**config.mk**
```make
export PLATFORM = sky130hd
export DESIGN_NAME = fpu_pipe_chain_flat
export DESIGN_NICKNAME = d
export VERILOG_FILES = /design/src/rtl/fpu_pkg.sv /design/src/rtl/fpu_pipe_chain_if.sv /design/src/rtl/pipe_skid_stage.sv /design/src/rtl/fpu_pipe_chain.sv /design/src/flat_wrapper.sv
export SDC_FILE = /design/constraint.sdc
export NUM_CORES = 1
export LEC_CHECK = 0
export BUFFER_PORTS_ARGS = -buffer_cell sky130_fd_sc_hd__clkbuf_2
export CAP_MARGIN = 30
export CORE_UTILIZATION = 65
export CTS_CLUSTER_DIAMETER = 200
export CTS_CLUSTER_SIZE = 12
export DETAILED_ROUTE_END_ITERATION = 16
export PLACE_DENSITY_LB_ADDON = 0.2
export SYNTH_ARGS = -nofsm -noshare
export SYNTH_HDL_FRONTEND = slang
export SYNTH_HIERARCHICAL = 1
export SYNTH_SLANG_ARGS = --single-unit
```
**constraint.sdc**
```tcl
create_clock -name clk -period 4.1 [get_ports clk]
set_clock_uncertainty 0.2 [all_clocks]
set_input_delay 0.41 -clock clk [delete_from_list [all_inputs] [get_ports clk]]
set_output_delay 0.41 -clock clk [all_outputs]
set_load 0.01 [all_outputs]
```
**src/rtl/fpu_pkg.sv**
```systemverilog
// Shared FPU definitions: FP32 width, default pipeline depth and occupancy sizing.
package fpu_pkg;

    localparam int FP32_W     = 32;
    localparam int PIPE_DEPTH = 3;

    typedef logic [FP32_W-1:0] fp32_t;

    // Bits needed to count 0..2*depth items (main + skid slot per stage).
    function automatic int occ_width(input int depth);
        return $clog2(2 * depth + 1);
    endfunction

endpackage

```
**src/rtl/fpu_pipe_chain_if.sv**
```systemverilog
// Valid/ready stream bundle for the FPU pipeline chain, including flush and occupancy.
interface fpu_pipe_chain_if
    import fpu_pkg::*;
#(
    parameter int WIDTH = FP32_W,
    parameter int DEPTH = PIPE_DEPTH
) ();

    localparam int OCC_W = occ_width(DEPTH);

    logic             flush;
    logic             in_valid;
    logic [WIDTH-1:0] in_data;
    logic             in_ready;
    logic             out_valid;
    logic [WIDTH-1:0] out_data;
    logic             out_ready;
    logic [OCC_W-1:0] occupancy;

    // The chain itself.
    modport slave (
        input  flush, in_valid, in_data, out_ready,
        output in_ready, out_valid, out_data, occupancy
    );

    // Whoever drives the chain (upstream producer + downstream consumer).
    modport master (
        output flush, in_valid, in_data, out_ready,
        input  in_ready, out_valid, out_data, occupancy
    );

endinterface

```
**src/rtl/pipe_skid_stage.sv**
```systemverilog
// One elastic register stage: a main slot feeding the output and a skid slot
// that absorbs the item arriving while the main slot is stalled. in_ready is
// taken straight from a register, so it never depends on out_ready.
module pipe_skid_stage #(
    parameter int WIDTH = 32
) (
    input  logic             clk,
    input  logic             rst,
    input  logic             i_flush,
    input  logic             i_in_valid,
    input  logic [WIDTH-1:0] i_in_data,
    output logic             o_in_ready,
    output logic             o_out_valid,
    output logic [WIDTH-1:0] o_out_data,
    input  logic             i_out_ready
);

    logic             r_main_v;
    logic             r_skid_v;
    logic [WIDTH-1:0] r_main_d;
    logic [WIDTH-1:0] r_skid_d;
    logic             w_acc;
    logic             w_pop;

    assign o_in_ready  = !r_skid_v;
    assign o_out_valid = r_main_v;
    assign o_out_data  = r_main_d;
    assign w_acc       = i_in_valid & !r_skid_v;
    assign w_pop       = r_main_v & i_out_ready;

    // Slot update: refill main from skid first, else from the input; park in skid when stalled.
    always_ff @(posedge clk or posedge rst) begin
        if (rst) begin
            r_main_v <= 1'b0;
            r_skid_v <= 1'b0;
            r_main_d <= '0;
            r_skid_d <= '0;
        end else if (i_flush) begin
            r_main_v <= 1'b0;
            r_skid_v <= 1'b0;
        end else if (!r_main_v || w_pop) begin
            if (r_skid_v) begin
                r_main_v <= 1'b1;
                r_main_d <= r_skid_d;
                r_skid_v <= 1'b0;
            end else begin
                r_main_v <= w_acc;
                if (w_acc) begin
                    r_main_d <= i_in_data;
                end
            end
        end else if (w_acc) begin
            r_skid_v <= 1'b1;
            r_skid_d <= i_in_data;
        end
    end

endmodule

```
**src/rtl/fpu_pipe_chain.sv**
```systemverilog
// Elastic pipeline-register chain for the FPU_32 datapath: DEPTH skid stages in
// series, flush fan-out and a registered occupancy counter.
module fpu_pipe_chain
    import fpu_pkg::*;
#(
    parameter int WIDTH = FP32_W,
    parameter int DEPTH = PIPE_DEPTH
) (
    input  logic                  clk,
    input  logic                  rst,
    fpu_pipe_chain_if.slave       bus
);

    localparam int OCC_W = occ_width(DEPTH);

    // Index k is the link entering stage k; index DEPTH is the chain output.
    logic             w_valid [0:DEPTH];
    logic [WIDTH-1:0] w_data  [0:DEPTH];
    logic             w_ready [0:DEPTH];

    logic [OCC_W-1:0] r_occ;
    logic             w_in_fire;
    logic             w_out_fire;

    assign w_valid[0]     = bus.in_valid;
    assign w_data[0]      = bus.in_data;
    assign bus.in_ready   = w_ready[0];
    assign bus.out_valid  = w_valid[DEPTH];
    assign bus.out_data   = w_data[DEPTH];
    assign w_ready[DEPTH] = bus.out_ready;
    assign bus.occupancy  = r_occ;

    generate
        for (genvar gi = 0; gi < DEPTH; gi++) begin : g_stage
            pipe_skid_stage #(
                .WIDTH (WIDTH)
            ) u_stage (
                .clk         (clk),
                .rst         (rst),
                .i_flush     (bus.flush),
                .i_in_valid  (w_valid[gi]),
                .i_in_data   (w_data[gi]),
                .o_in_ready  (w_ready[gi]),
                .o_out_valid (w_valid[gi+1]),
                .o_out_data  (w_data[gi+1]),
                .i_out_ready (w_ready[gi+1])
            );
        end
    endgenerate

    // Only the chain boundaries change the item count; internal hand-offs do not.
    assign w_in_fire  = bus.in_valid & w_ready[0];
    assign w_out_fire = w_valid[DEPTH] & bus.out_ready;

    // Occupancy counter; flush empties every slot, so the count drops to zero with it.
    always_ff @(posedge clk or posedge rst) begin
        if (rst) begin
            r_occ <= '0;
        end else if (bus.flush) begin
            r_occ <= '0;
        end else begin
            r_occ <= r_occ + OCC_W'(w_in_fire) - OCC_W'(w_out_fire);
        end
    end

endmodule

```
**src/flat_wrapper.sv**
```systemverilog
// flat-port wrapper written by rule: the top's interface ports become plain ports
module fpu_pipe_chain_flat import fpu_pkg::*;
#(
    parameter int WIDTH = FP32_W,
    parameter int DEPTH = PIPE_DEPTH
)
  (clk, rst, bus_flush, bus_in_valid, bus_in_data, bus_out_ready, bus_in_ready, bus_out_valid, bus_out_data, bus_occupancy);
  fpu_pipe_chain_if #(.WIDTH(WIDTH), .DEPTH(DEPTH)) bus_i ();
  input  logic clk;
  input  logic rst;
  input wire logic [$bits(bus_i.flush)-1:0] bus_flush;
  input wire logic [$bits(bus_i.in_valid)-1:0] bus_in_valid;
  input wire logic [$bits(bus_i.in_data)-1:0] bus_in_data;
  input wire logic [$bits(bus_i.out_ready)-1:0] bus_out_ready;
  output wire logic [$bits(bus_i.in_ready)-1:0] bus_in_ready;
  output wire logic [$bits(bus_i.out_valid)-1:0] bus_out_valid;
  output wire logic [$bits(bus_i.out_data)-1:0] bus_out_data;
  output wire logic [$bits(bus_i.occupancy)-1:0] bus_occupancy;
  assign bus_i.flush = bus_flush;
  assign bus_i.in_valid = bus_in_valid;
  assign bus_i.in_data = bus_in_data;
  assign bus_i.out_ready = bus_out_ready;
  assign bus_in_ready = bus_i.in_ready;
  assign bus_out_valid = bus_i.out_valid;
  assign bus_out_data = bus_i.out_data;
  assign bus_occupancy = bus_i.occupancy;
  fpu_pipe_chain #(.WIDTH(WIDTH), .DEPTH(DEPTH)) u_core (.clk(clk), .rst(rst), .bus(bus_i));
endmodule
```
Word-level counts from Yosys, hierarchy flattened --
Cells that the tools add are included.
Storage, ports and cells: logic and storage cells 72, input port bits 37, output and inout bits 37, register bits 201
Cells by class: add/subtract/negate cells 2, reduce and logical (&&, ||, !) cells 24, bitwise operators 8, muxes and demuxes 25
Operators with widths (count):
- 32-bit 2-to-1 mux | 6
- 1-bit 2-to-1 mux | 18
- 3-bit AND reduction | 6
- 2-bit nonzero test | 6
- 3-bit nonzero test | 3
- 1-bit logical NOT | 6
- 1-bit AND | 4
- 1-bit NOT | 4
- 3-bit by 1-bit adder with 3-bit output | 1
- 1-bit logical OR | 3
- 3-bit 2-to-1 mux | 1
- 3-bit by 1-bit subtractor with 3-bit output | 1

Logic depth before layout (Yosys ltp) --
depth in word-level cells 5, depth in mapped cells 11, mapped depth without buffers 9

By module --
Netlist, hierarchy kept.
Modules (own cells, without submodules):
- pipe_skid_stage | cells an instance 181, seq. area each 1651.6 µm², area each 3021.6 µm², instances 3
- fpu_pipe_chain | cells an instance 15, seq. area each 75.1 µm², area each 177.7 µm², instances 1

Least setup slack after synthesis --
Ideal clock, no wire load.
path type register -> register, start reg u_core.g_stage[0].u_stage.r_skid_v, end reg u_core.r_occ[2], in the netlist u_core/bus.occupancy[2], arrival time 1887 ps, library setup time 114 ps, slack 1898 ps, cell stages (with the launch flop) 12, path through dfrtp_1 buf_6 buf_2 inv_1 nand2_1 ha_1 inv_1 ha_1 inv_1 fa_1 xnor3_1 nor2_1
Between the ends: cells in the longest elaborated chain, start to end 5
RTL lines:
- start, declared | line pipe_skid_stage.sv:19 | logic r_skid_v;
- start signal, assigned | line pipe_skid_stage.sv:35 | r_skid_v <= 1'b0;
- start signal, assigned | line pipe_skid_stage.sv:40 | r_skid_v <= 1'b0;
- start signal, assigned | line pipe_skid_stage.sv:45 | r_skid_v <= 1'b0;
- 1-bit logical NOT | line pipe_skid_stage.sv:25 | assign o_in_ready = !r_skid_v;
- named net bus_in_ready | line flat_wrapper.sv:15 | output wire logic [$bits(bus_i.in_ready)-1:0] bus_in_ready;
- 1-bit AND | line fpu_pipe_chain.sv:52 | assign w_in_fire = bus.in_valid & w_ready[0];
- 3-bit by 1-bit adder with 3-bit output | line fpu_pipe_chain.sv:62 | r_occ <= r_occ + OCC_W'(w_in_fire) - OCC_W'(w_out_fire);
- 3-bit by 1-bit subtractor with 3-bit output | line fpu_pipe_chain.sv:62
- 3-bit 2-to-1 mux | line fpu_pipe_chain.sv:59 | end else if (bus.flush) begin
- end signal, assigned | line fpu_pipe_chain.sv:62
- end, declared | line fpu_pipe_chain.sv:21 | logic [OCC_W-1:0] r_occ;
The timed path passes the listed nets, and every way through them passes these cells. A chain may end at the register's enable or synchronous reset.

Final worst setup path --
start reg u_core.g_stage[1].u_stage.r_skid_v, end reg u_core.g_stage[1].u_stage.r_main_d[12]
Between the ends: cells in the longest elaborated chain, start to end 4, elaborated cells between the ends (all ways) 5
RTL lines:
- start, declared | line pipe_skid_stage.sv:19
- start signal, assigned | line pipe_skid_stage.sv:35
- start signal, assigned | line pipe_skid_stage.sv:40
- start signal, assigned | line pipe_skid_stage.sv:45
- 1-bit logical NOT | line pipe_skid_stage.sv:28 | assign w_acc = i_in_valid & !r_skid_v;
- 1-bit AND | line pipe_skid_stage.sv:28
- 2-bit nonzero test (no line)
- 3-bit AND reduction (no line)
- end signal, assigned | line pipe_skid_stage.sv:44 | r_main_d <= r_skid_d;
- end signal, assigned | line pipe_skid_stage.sv:49 | r_main_d <= i_in_data;
- end, declared | line pipe_skid_stage.sv:20 | logic [WIDTH-1:0] r_main_d;
Several ways; a longest one is shown, not always the timed one.

==> metrics.md <==
| Metric | Value |
|---|---|
| Vias in the first global route | ~5400 |
| Synth Register Bits | 201 |
| Worst path cell trace | nor2_1, nor3_4, buf_4, mux2_2 |
| Core Area | 13900 um2 |
| First-pass GRT wire length | 28800 um |
| Max_cap viols | 0 |
| Worst Max-Slew Pin Slew | 0.948 ns |
| Final GP Congestion | approximately 0.74 |
| # port buffers | 73 |
| Fin crit share | 71.9% |
| N_diodes | 0 |
| Sequential fraction of the synthesis area | 54.4% |
| Reg-to-Reg End | u_core/g_stage[1].u_stage/o_out_data[12]$_DFFE_PP0P_ |
| Cell Pwr Density | ~470 nW/um2 |
| Crit-path leading delay family | flip-flops |
| HP Start | bus_out_ready |
| Die width | 121 um |
| Nets | 708 |
| Most Used Layer, Global Route | met2 |
| Via/cell ratio | 5.74 |
| Sw Ratio | 25.4% |
| Final WL | approximately 18000 um |
| P_leak | 4.83 nW |
| Setup bufs post-CTS | 0 |
| CP max FO | 35 |
| Share of cells above drive strength 1 | approximately 61% |
| Synthesized Nets | ~600 |
| Yosys cell types | 21 |
| Hold worst-path end | u_core/g_stage[2].u_stage/r_skid_v$_DFFE_PP0P_ |
| Hold Path Cell Cnt | 3 |
| Layout Utilization | 75.9% |
| Met3 Usage GRT | 3.48% |
| CTS sink cnt | roughly 200 |
| Crit Path Class | reg -> reg |
| Status | finished, final reports clean |
| Syn Area/Cell | 16.6 um2 |
| Worst path slowest cell | dfrtp_2 |
| Beginning of the worst register-to-register path | u_core/g_stage[1].u_stage/r_skid_v$_DFFE_PP0P_ |
| # fillers | 825 |
| Power Internal | 0.00373 W |
| Placed Area | roughly 9700 um2 |
| Sequential power share | 50.5% |
| Clock insertion delay at the later pin of the skew report | 0.48 ns |
| Drt drc | 0 |
| Die H | 121 um |
| Gr usage total | 25.4% |
| Crit path largest cell delay | 0.93 ns |
| Placed Cells | 793 |
| DRT Pass-1 Iters | 4 |
| Hold Violations, Final | 0 |
| Total number of H-tree levels | 1 |
| Finished Layout Cells | 851 |
| Reg clk slew, reported paths | approximately 0.07 ns |
| Largest net degree at the start of global routing | 40 |
| Final HPWL DP | 10900 um |
| Clock tree buffer depth | 3 |
| Final setup TNS | 0 ns |
| WP buf/inv | 1 |
| Area contributors post-synth | dfrtp_1 54%, mux2_2 23%, mux2_4 15% |
| Met1 Track Usage GR | 35.0% |
| Synthesized cell area | 9240 um2 |
| Via Count | 4881 |
| # IOs | 74 |
| DRT iter0 DRCs | 145 |
| Antenna violations before repair | 0 |
| Die Area | 14700 um2 |
| Root Driver | clkbuf_16 |
| Gr ovfl total | 0 |
| Synth area leader | dfrtp_1 |
| Final Setup Violations | 0 |
| Final slew viol count | 0 |
| Wire per inst | between 20 and 25 um |
| Post-synth top area share | between 50% and 60% |
| Commonest non-fill, non-tap cell in the layout | dfrtp_1 |
| Cells on worst reg2reg path | 4 |
| Max Freq | 0.339 GHz |
| Leading cell types in the layout, fill and taps excluded | 198 x dfrtp_1, 192 x mux2_2, 90 x mux2_4, 73 x clkbuf_2, 33 x dlygate4sd3_1 |
| Net Sw Power | 0.00127 W |
| Yosys warnings | 6 |
| Worst setup SP type | flip-flop |
| Crit path arrival time | approximately 3.1 ns |
| Cts bufs inserted | 20 |
| Initial Util | between 60 and 70% |
| Class of the worst hold path | in -> reg |
| Combinational share of power | around 17% |
| CTS tree | done |
| Data required, critical path | 4.26 ns |
| VDD IR max | 0.399 mV |
| Fin area | 10500 um2 |
| Mapped Cells | between 500 and 600 |
| Row count | 43 |
| Register-to-Register Setup Slack | 1.15 ns |
| Met2 usage in global routing | 43.1% |
| Clk pwr share | 32.2% |
| Unrepaired setup endpoints after global routing | no |
| Post-DRT Antenna Nets | 0 |
| Slew HR | between 30% and 40% |
| P&R area growth vs syn | 14.0% |
| Crit path capture type | flip-flop |
| Period minus WS final | 2.95 ns |
[worst max-delay path by stage]
stage | startpoint | to | slack (ns) | depth (start not counted)
after detailed placement | u_core/g_stage[2].u_stage/r_skid_v$_DFFE_PP0P_ | u_core/g_stage[2].u_stage/o_out_data[17]$_DFFE_PP0P_ | 1.20 | 4
after global routing | u_core/g_stage[1].u_stage/r_skid_v$_DFFE_PP0P_ | u_core/g_stage[1].u_stage/o_out_data[12]$_DFFE_PP0P_ | 1.0 | 4
after floorplan | rst | u_core/g_stage[0].u_stage/o_out_data[0]$_DFFE_PP0P_ | 1.84 | 1
final | u_core/g_stage[1].u_stage/r_skid_v$_DFFE_PP0P_ | u_core/g_stage[1].u_stage/o_out_data[12]$_DFFE_PP0P_ | 1.15 | 4
after CTS | u_core/g_stage[1].u_stage/r_skid_v$_DFFE_PP0P_ | u_core/g_stage[1].u_stage/o_out_data[29]$_DFFE_PP0P_ | 1.15 | 4
after global placement | u_core/g_stage[1].u_stage/r_skid_v$_DFFE_PP0P_ | u_core/g_stage[1].u_stage/o_out_data[14]$_DFFE_PP0P_ | 1.27 | 4
[flip-flops by register name, indices dropped and copies added, names as in the netlist]
name,flops
u_core/bus.occupancy,3
u_core/g_stage.u_stage/o_out_data,96
u_core/g_stage.u_stage/o_out_valid,3
u_core/g_stage.u_stage/r_skid_d,96
u_core/g_stage.u_stage/r_skid_v,3
[worst min-delay path: cells and delay by family]
kind / cells / cell delay [ns]
AND/OR/NAND/NOR: 2 / 0.21
buffers and inverters: 1 / 0.12
[through the flow]
stage                     setup slack, ns  hold WS (ns)  power (W)
after floorplan                      1.84       -0.0364    0.00307
after global placement               1.27         0.124    0.00335
after detailed placement             1.20         0.131    0.00340
after CTS                            1.15        0.0119    0.00505
after global routing                0.999        0.0752    0.00524
final                                1.15        0.0881    0.00500
[power by group through the flow]
stage	logic (W)	registers (W)	clock network, W
6_report	0.000864	0.00253	0.00161
3_3_place_gp	0.000812	0.00253	0
2_1_floorplan	0.000505	0.00256	0
4_1_cts	0.000871	0.00253	0.00165
3_5_place_dp	0.000838	0.00256	0
5_1_grt	0.000939	0.00257	0.00173
[synthesized netlist by cell type]
cell type,n
nand2_1,1
nor4b_4,3
clkbuf_1,3
xnor3_1,1
buf_6,21
a21oi_1,3
dfrtp_1,201
and2_1,1
nand2b_4,3
mux2_1,6
inv_1,9
nor3_1,3
ha_1,2
nor2_1,5
mux2_4,90
mux2_2,192
and2b_2,3
buf_2,6
fa_1,1
nor2b_1,1
nor3_4,3
[per-layer routing]
| layer | share of wire (%) | vias to the layer above | wire length, um |
|---|---|---|---|
| met3 | 3.0 | 20 | 524 |
| li1 | - | 2197 | - |
| met4 | 1.6 | 0 | 278 |
| met2 | 50 | 75 | 8810 |
| met1 | 45 | 2589 | 7950 |
| met5 | 0 | - | 0 |
[what timing repair did]
item                                   CTS  global route
resized for setup                        0             0
hold buffers                            32             1
endpoints found under the hold margin  132             1
[final cells by class]
cell class,instances,area [um2],share of cell area (%)
inverter,9,33.8,0.321
multi-input combinational,318,3900,37.0
clock inverter,1,5.00,0.0475
tap,180,225,2.14
sequential,201,5030,47.8
timing repair buffer,118,798,7.58
clock buffer,24,537,5.10
[logic make-up after synthesis]
logic type | count (synthesis) | synth area share (%)
mux | 288 | 38.7
flops | 201 | 54.4
buf+inv | 39 | 3.37
simple gates | 23 | 2.57
compound gates | 3 | 0.162
fa+ha+maj | 3 | 0.487
xor+xnor | 1 | 0.244
Note: power is estimated with default switching activity, not from simulation.
